### src/rtl/timer_scheduler.sv
// Round-robin scheduler sharing one one-shot timer among N_REQ requesters, re-arming it once per tick.
// Optional watchdog on a missing expiry is built when TIMER_SCHED_WDOG_EN is defined.
module timer_scheduler #(
    parameter int N_REQ       = 4,
    parameter int TICK_W      = 8,
    parameter int WDOG_CYCLES = 12600000,
    parameter int WDOG_W      = 24
) (
    input  logic                    clk,
    input  logic                    reset,
    input  logic [N_REQ-1:0]        req,
    input  logic [N_REQ*TICK_W-1:0] ticks,
    input  logic                    tmr_expired,
    output logic                    tmr_start,
    output logic [N_REQ-1:0]        grant,
    output logic                    busy,
    output logic [N_REQ-1:0]        done,
    output logic                    err
);

    localparam int PTR_W = (N_REQ > 1) ? $clog2(N_REQ) : 1;

    typedef enum logic [1:0] {IDLE, START, WAIT, DONE} state_t;

    state_t             state;
    logic [PTR_W-1:0]   ptr;
    logic [TICK_W-1:0]  remaining;

    logic               pick_valid;
    logic [PTR_W-1:0]   pick_idx;
    logic [PTR_W-1:0]   scan_idx;
    logic [PTR_W-1:0]   next_ptr;
    logic [TICK_W-1:0]  pick_ticks;

    // A watchdog limit that does not fit its counter can never fire.
    if (WDOG_CYCLES < 1 || longint'(WDOG_CYCLES) >= (64'(1) << WDOG_W)) begin : g_bad_wdog
        $error("WDOG_CYCLES does not fit in WDOG_W bits");
    end

`ifdef TIMER_SCHED_WDOG_EN
    logic [WDOG_W-1:0]  wdog;
`else
    assign err = 1'b0;
`endif

    // Round-robin pick: first set request at or above the pointer, wrapping.
    always_comb begin
        pick_valid = 1'b0;
        pick_idx   = {PTR_W{1'b0}};
        scan_idx   = {PTR_W{1'b0}};
        for (int k = 0; k < N_REQ; k++) begin
            scan_idx = PTR_W'((int'(ptr) + k) % N_REQ);
            if (!pick_valid && req[scan_idx]) begin
                pick_valid = 1'b1;
                pick_idx   = scan_idx;
            end else begin
                pick_valid = pick_valid;
            end
        end
        pick_ticks = ticks[pick_idx*TICK_W +: TICK_W];
        next_ptr   = (pick_idx == PTR_W'(N_REQ - 1)) ? {PTR_W{1'b0}} : pick_idx + PTR_W'(1);
    end

    // Scheduler FSM with registered pulse and level outputs.
    always_ff @(posedge clk or posedge reset) begin
        if (reset) begin
            state     <= IDLE;
            ptr       <= {PTR_W{1'b0}};
            remaining <= {TICK_W{1'b0}};
            grant     <= {N_REQ{1'b0}};
            done      <= {N_REQ{1'b0}};
            tmr_start <= 1'b0;
            busy      <= 1'b0;
`ifdef TIMER_SCHED_WDOG_EN
            wdog      <= {WDOG_W{1'b0}};
            err       <= 1'b0;
`endif
        end else begin
            tmr_start <= 1'b0;
            done      <= {N_REQ{1'b0}};
`ifdef TIMER_SCHED_WDOG_EN
            err       <= 1'b0;
`endif
            case (state)
                IDLE: begin
                    if (pick_valid) begin
                        grant     <= N_REQ'(1'b1) << pick_idx;
                        remaining <= pick_ticks;
                        ptr       <= next_ptr;
                        busy      <= 1'b1;
                        // A zero-tick request completes without arming the timer.
                        if (pick_ticks != {TICK_W{1'b0}}) begin
                            state     <= START;
                            tmr_start <= 1'b1;
                        end else begin
                            state <= DONE;
                            done  <= N_REQ'(1'b1) << pick_idx;
                        end
                    end
                end
                START: begin
                    state <= WAIT;
`ifdef TIMER_SCHED_WDOG_EN
                    wdog  <= {WDOG_W{1'b0}};
`endif
                end
                WAIT: begin
                    if (tmr_expired && remaining != {TICK_W{1'b0}}) begin
                        remaining <= remaining - TICK_W'(1);
                        if (remaining == TICK_W'(1)) begin
                            state <= DONE;
                            done  <= grant;
                        end else begin
                            state     <= START;
                            tmr_start <= 1'b1;
                        end
                    end
`ifdef TIMER_SCHED_WDOG_EN
                    else if (wdog == WDOG_W'(WDOG_CYCLES - 1)) begin
                        state     <= DONE;
                        done      <= grant;
                        err       <= 1'b1;
                        remaining <= {TICK_W{1'b0}};
                    end else begin
                        wdog <= wdog + WDOG_W'(1);
                    end
`endif
                end
                DONE: begin
                    grant <= {N_REQ{1'b0}};
                    busy  <= 1'b0;
                    state <= IDLE;
                end
                default: begin
                    grant <= {N_REQ{1'b0}};
                    busy  <= 1'b0;
                    state <= IDLE;
                end
            endcase
        end
    end

endmodule

### config.mk
export PLATFORM = sky130hd
export DESIGN_NAME = timer_scheduler
export DESIGN_NICKNAME = d
export VERILOG_FILES = /design/src/rtl/timer_scheduler.sv
export SDC_FILE = /design/constraint.sdc
export NUM_CORES = 1
export LEC_CHECK = 0
export CAP_MARGIN = 10
export CORE_ASPECT_RATIO = 1.4
export CORE_MARGIN = 1
export CORE_UTILIZATION = 35
export DETAILED_ROUTE_END_ITERATION = 12
export GPL_TIMING_DRIVEN = 1
export PLACE_DENSITY_LB_ADDON = 0.12
export SLEW_MARGIN = 5
export SYNTH_ARGS = -nofsm -noshare
export SYNTH_HDL_FRONTEND = slang
export SYNTH_SLANG_ARGS = --single-unit
### constraint.sdc
create_clock -name clk -period 2.34 [get_ports clk]
set_input_delay 0.468 -clock clk [delete_from_list [all_inputs] [get_ports clk]]
set_output_delay 0.468 -clock clk [all_outputs]
set_load 0.005 [all_outputs]
Word-level counts from Yosys, hierarchy flattened:

Cells that the tools add are included.

* register bits after elaboration: 22
* bits of input ports: 39
* output and inout bits: 11
* word-level logic and storage cells: 80

* reduce and logical (&&, ||, !) cells: 16
* order comparisons: 4
* mux-type cells: 39
* $add $sub $neg: 5
* equality and inequality tests: 7
* shift-type cells: 2

Operators by type and width (count)
* $shiftx A32 B6 Y8: 1
* $mux W4: 5
* $mux W2: 9
* $mux W8: 2
* $pmux W4 S2: 2
* $pmux W8 S2: 1
* $reduce_bool A8 Y1: 2
* $mux W1: 13
* $lt A2 B3 Y1 const B: 4
* $bmux W1 S2: 4
* $eq A8 B1 Y1 const B: 1
* $pmux W2 S4: 1
* $sub A8 B1 Y8 const B: 1
* $eq A2 B2 Y1 const B: 3
* $reduce_and A2 Y1: 3
* $add A2 B1 Y2 const B: 2
* $add A2 B2 Y2 const B: 2
* $logic_and A1 B1 Y1: 4
* $ne A2 B2 Y1 const B: 2
* $pmux W1 S2: 2
* $reduce_bool A2 Y1: 2
* $shl A1 B2 Y4 const A: 1
* $logic_not A1 Y1: 3
* $reduce_and A3 Y1: 1
* other kinds (2): 2

Longest topological paths before layout:

* depth in word-level cells: 17
* mapped depth: 11
* gate-level depth less buffers: 9

Worst setup path before layout:

Ideal clock, no wire load.

* path type: input-to-reg
* from: in req[3]
* to: reg tmr_start
* cell stages on the path: 7
* library setup time: 0.122 ns
* path buffers: 0
* arrival: 2.297 ns
* data required time: 2.218 ns
* setup slack: -0.079 ns
* path through: inv_1 > and3_2 > nor3_2 > mux4_2 > nor4_2 > nand2_2 > a32o_1

* word-level cells in the longest chain between the ends: 17

RTL lines
* start: declaration: line 11 `input logic [N_REQ-1:0] req,`
* $bmux W1 S2: line 53 `if (!pick_valid && req[scan_idx]) begin`
* $mux W1 (implied by the code): line 53
* $mux W1: line 53
* $logic_not A1 Y1: line 53
* $logic_and A1 B1 Y1: line 53
* $mux W1: line 53
* $logic_not A1 Y1: line 53
* $logic_and A1 B1 Y1: line 53
* $mux W1: line 53
* $logic_not A1 Y1: line 53
* $logic_and A1 B1 Y1: line 53
* $mux W2: line 53
* $shiftx A32 B6 Y8: line 60 `pick_ticks = ticks[pick_idx*TICK_W +: TICK_W];`
* $reduce_bool A8 Y1: line 92 `if (pick_ticks != {TICK_W{1'b0}}) begin`
* $mux W1: line 92
* $mux W1 *: line 86 `if (pick_valid) begin`
* $pmux W1 S2 *: line 84 `case (state)`
* end signal: assignment: line 79 `tmr_start <= 1'b0;`
* end signal: assignment: line 94 `tmr_start <= 1'b1;`
* end signal: assignment: line 115 `tmr_start <= 1'b1;`
* end: declaration: line 14 `output logic tmr_start,`

Every way passes the cells marked *; elsewhere a longest branch is shown, timed or not. The select of a mux whose other input is x is not followed.
A chain may end at the register's enable or synchronous reset.

Worst setup path after layout:

* from: reg ptr[1]
* to: reg tmr_start

* word-level cells in the longest chain between the ends: 17

RTL lines
* start: declaration: line 26 `logic [PTR_W-1:0] ptr;`
* start signal: assignment: line 68 `ptr <= {PTR_W{1'b0}};`
* start signal: assignment: line 89 `ptr <= next_ptr;`
* parallel branches: the longest is 15 deep, another holds $add A2 B1 Y2
* $mux W1 *: line 86
* $pmux W1 S2 *: line 84

Every way passes the cells marked *. The select of a mux whose other input is x is not followed.

==> reports/results.txt <==
status: complete, but fails checks
failing checks: negative setup slack
initial antenna violation count: 0
fin. max-slew vios: 0
clk buf depth: 2
Clock power frac: 0.134
register share of total power: 0.271
Sink Count: 22
worst setup margin: -0.132 ns
first-pass GRT wire length: 7560 µm
Site Rows: 28
most common cell after layout, fill and taps aside: clkdlybuf4s50_1
P_leak: 1.05 nW
Hold Buf Count CTS: 0
Sw Pwr: 1.09 mW
register bit count reported by yosys: 22
clock buffer count from CTS: 3
Reg clk slew, reported paths: 0.09 ns
commonest cells after routing, fill and taps aside: clkdlybuf4s50_1 (44), buf_4 (32), nand2_1 (24)
DR vias/cell: 5.17
Sw Ratio: 0.401
Synth Area per Inst: 9.08 µm²
Iteration-0 DRC Markers: 51
cell area after synthesis: 0.00154 mm²
DRT Pass-1 Iters: 4
Synth Instances: 170
gpl congestion: 0.832
Arr. time, crit path: 2.64 ns
Starting Density: 0.364
core area: 0.00424 mm²
clk_skew: 0.0132 ns
Ys Warns: 0
H-tree depth: 1
Final Hold Viols: 0
largest net degree at the start of global routing: 23
Placed Cells incl. Taps: 301
PortBufs: 48
wire per inst: 15.2 µm
via count: 1624
Synth cell types: 43
CP required: 2.51 ns
Min-Delay Path Class: primary input to asynchronous set/reset pin
DRT antenna net count: 0
crit share post-route: 1.06
Die Area: 0.00468 mm²
Finished Layout Cells: 314
Layout area overhead: 62.2%
Antenna Cells: 0
sequential area share after synthesis: 0.357
Skew-Pair Late Insertion Delay: 0.27 ns
ratio of cells with drive above 1 in the final layout: 0.272
setup TNS: -0.408 ns
fin crit period: 2.47 ns
final instance area: 0.00250 mm²
Syn Nets: 215
relative slew slack: 0.606
CP max FO: 4
Die Span X: 58.1 µm
total wire length: 4780 µm
Fillers: 381
DP HPWL: 3430 µm
Worst Tran Pin Value: 0.586 ns
max-cap violations: 0
Root Driver: clkbuf_8
Overall Global Routing Usage: 0.214
Ports: 50
Gate power share: 0.595
Max Clk Rate: 405 MHz
Setup crit end kind: register
Setup Crit Path Kind: register to register
nets@finish: 300
Int Power: 1.62 mW
unrepaired setup endpoints after global routing: true
global route total overflow: 0
Residual DRC: 0
Critical Path Source Type: register
placed cell area: 0.00231 mm²
pwr/cell area: 1080 mW/mm²
CTS tree: built
worst vdd ir: 0.529 mV
number of global-route vias before repair: 1678
final setup fails: 6
chip height: 80.6 µm
[metal layers]
layer / GRT usage / up-vias / wire (µm)
met4: 0.0714 / 0 / 94
met3: 0.0258 / 9 / 159
met1: 0.236 / 787 / 1790
met5: 0 / - / 0
met2: 0.410 / 42 / 2740
li1: - / 786 / -
[path summary, 6_finish.rpt]
check | start | cells past startpoint | slack, ns | end
setup / recovery | ptr[1] | 8 | -0.13 | tmr_start
hold / removal | reset | 3 | 0.53 | tmr_start
setup reg to reg | ptr[1] | 8 | -0.13 | tmr_start
max in group asynchronous | reset | 3 | 1.57 | grant[3]
hold reg to reg | grant[2] | 2 | 0.53 | done[2]
min in group clk | grant[2] | 2 | 0.53 | done[2]
[registers in the layout, indices dropped and copies added, names as in the netlist]
signal,cells
remaining,8
done,4
grant,4
ptr,2
state,2
busy,1
tmr_start,1
[repair_timing]
| action | in CTS | in global routing |
|---|---|---|
| pin swaps | 13 | 12 |
| gates resized for setup | 17 | 12 |
| endpoints found under the setup margin | 9 | 9 |
| gates cloned | 2 | 0 |
| setup buffers | 5 | 5 |
[metrics by stage]
stage / utilization / hold WS [ns] / setup WS (ns) / total power [mW]
4_1_cts: 0.589 / 0.537 / -0.105 / 2.69
3_3_place_gp: 0.544 / 0.490 / -0.533 / 2.11
5_1_grt: 0.591 / 0.562 / -0.201 / 2.92
6_report: 0.591 / 0.530 / -0.132 / 2.71
2_1_floorplan: - / 0.457 / 0.00158 / 1.56
3_5_place_dp: 0.544 / 0.520 / -0.611 / 2.15
[logic make-up after synthesis]
logic type / count (synthesis) / synth area share
AND/OR/NAND/NOR: 65 / 0.202
AO/OA/AOI/OAI: 48 / 0.204
flip-flops: 22 / 0.357
buffers and inverters: 19 / 0.0583
multiplexers: 9 / 0.128
adder cells (fa/ha/maj): 6 / 0.0486
other: 1 / 0.00243
[cells in the mapped netlist]
cell type,count,share of area
o31ai_1,1,0.0049
nand4_1,1,0.0041
o22ai_1,2,0.0081
a22oi_1,3,0.015
nor4_1,2,0.0081
nor3_2,1,0.0065
and3_2,1,0.0049
o31ai_2,1,0.0081
o21ai_2,1,0.0057
a211oi_1,1,0.0049
nor2b_1,1,0.0041
a2bb2oi_1,1,0.0057
inv_1,12,0.029
nand3_1,2,0.0065
buf_4,1,0.0049
or4_1,1,0.0049
a221o_2,1,0.0073
o2bb2a_4,1,0.013
clkbuf_1,4,0.0097
mux2i_1,1,0.0065
o41ai_1,1,0.0057
o32ai_1,1,0.0057
mux4_2,6,0.088
a32o_1,1,0.0065
nand2_1,24,0.058
conb_1,1,0.0024
a21oi_2,1,0.0057
ha_1,6,0.049
nand2b_1,3,0.012
nand2_2,1,0.0041
buf_6,2,0.015
o21a_1,1,0.0049
nor3_1,9,0.029
and3_1,1,0.0041
o211ai_1,1,0.0049
o21ai_0,13,0.042
a21o_1,1,0.0049
a21oi_1,14,0.045
nor4_2,2,0.016
mux4_1,2,0.034
o21ai_1,2,0.0065
nor2_1,16,0.039
dfrtp_1,22,0.36
[layout make-up]
cell class | count | area, µm² | area share
multi-input combinational | 130 | 975 | 0.389
sequential | 22 | 551 | 0.220
clock inverter | 1 | 30.0 | 0.0120
tap | 60 | 75.1 | 0.0300
inverter | 12 | 45.0 | 0.0180
clock buffer | 3 | 41.3 | 0.0165
timing repair buffer | 86 | 787 | 0.314
[power groups by stage]
stage / logic, mW / clock network [mW] / registers [mW]
after global routing: 1.78 / 0.385 / 0.762
after detailed placement: 1.42 / 0 / 0.733
final: 1.61 / 0.363 / 0.735
after CTS: 1.60 / 0.370 / 0.730
after global placement: 1.38 / 0 / 0.725
after floorplan: 0.909 / 0 / 0.655
[worst max-delay path, stage by stage (launching register included)]
cell      delay (ns)
dfrtp_1         0.44
buf_6           0.14
a21oi_4         0.11
o21ai_2         0.10
o2bb2a_4        0.27
mux4_2          0.55
nor4_4          0.38
nand2_2         0.15
a32o_1          0.23
Power figures use the tool's default switching activity.
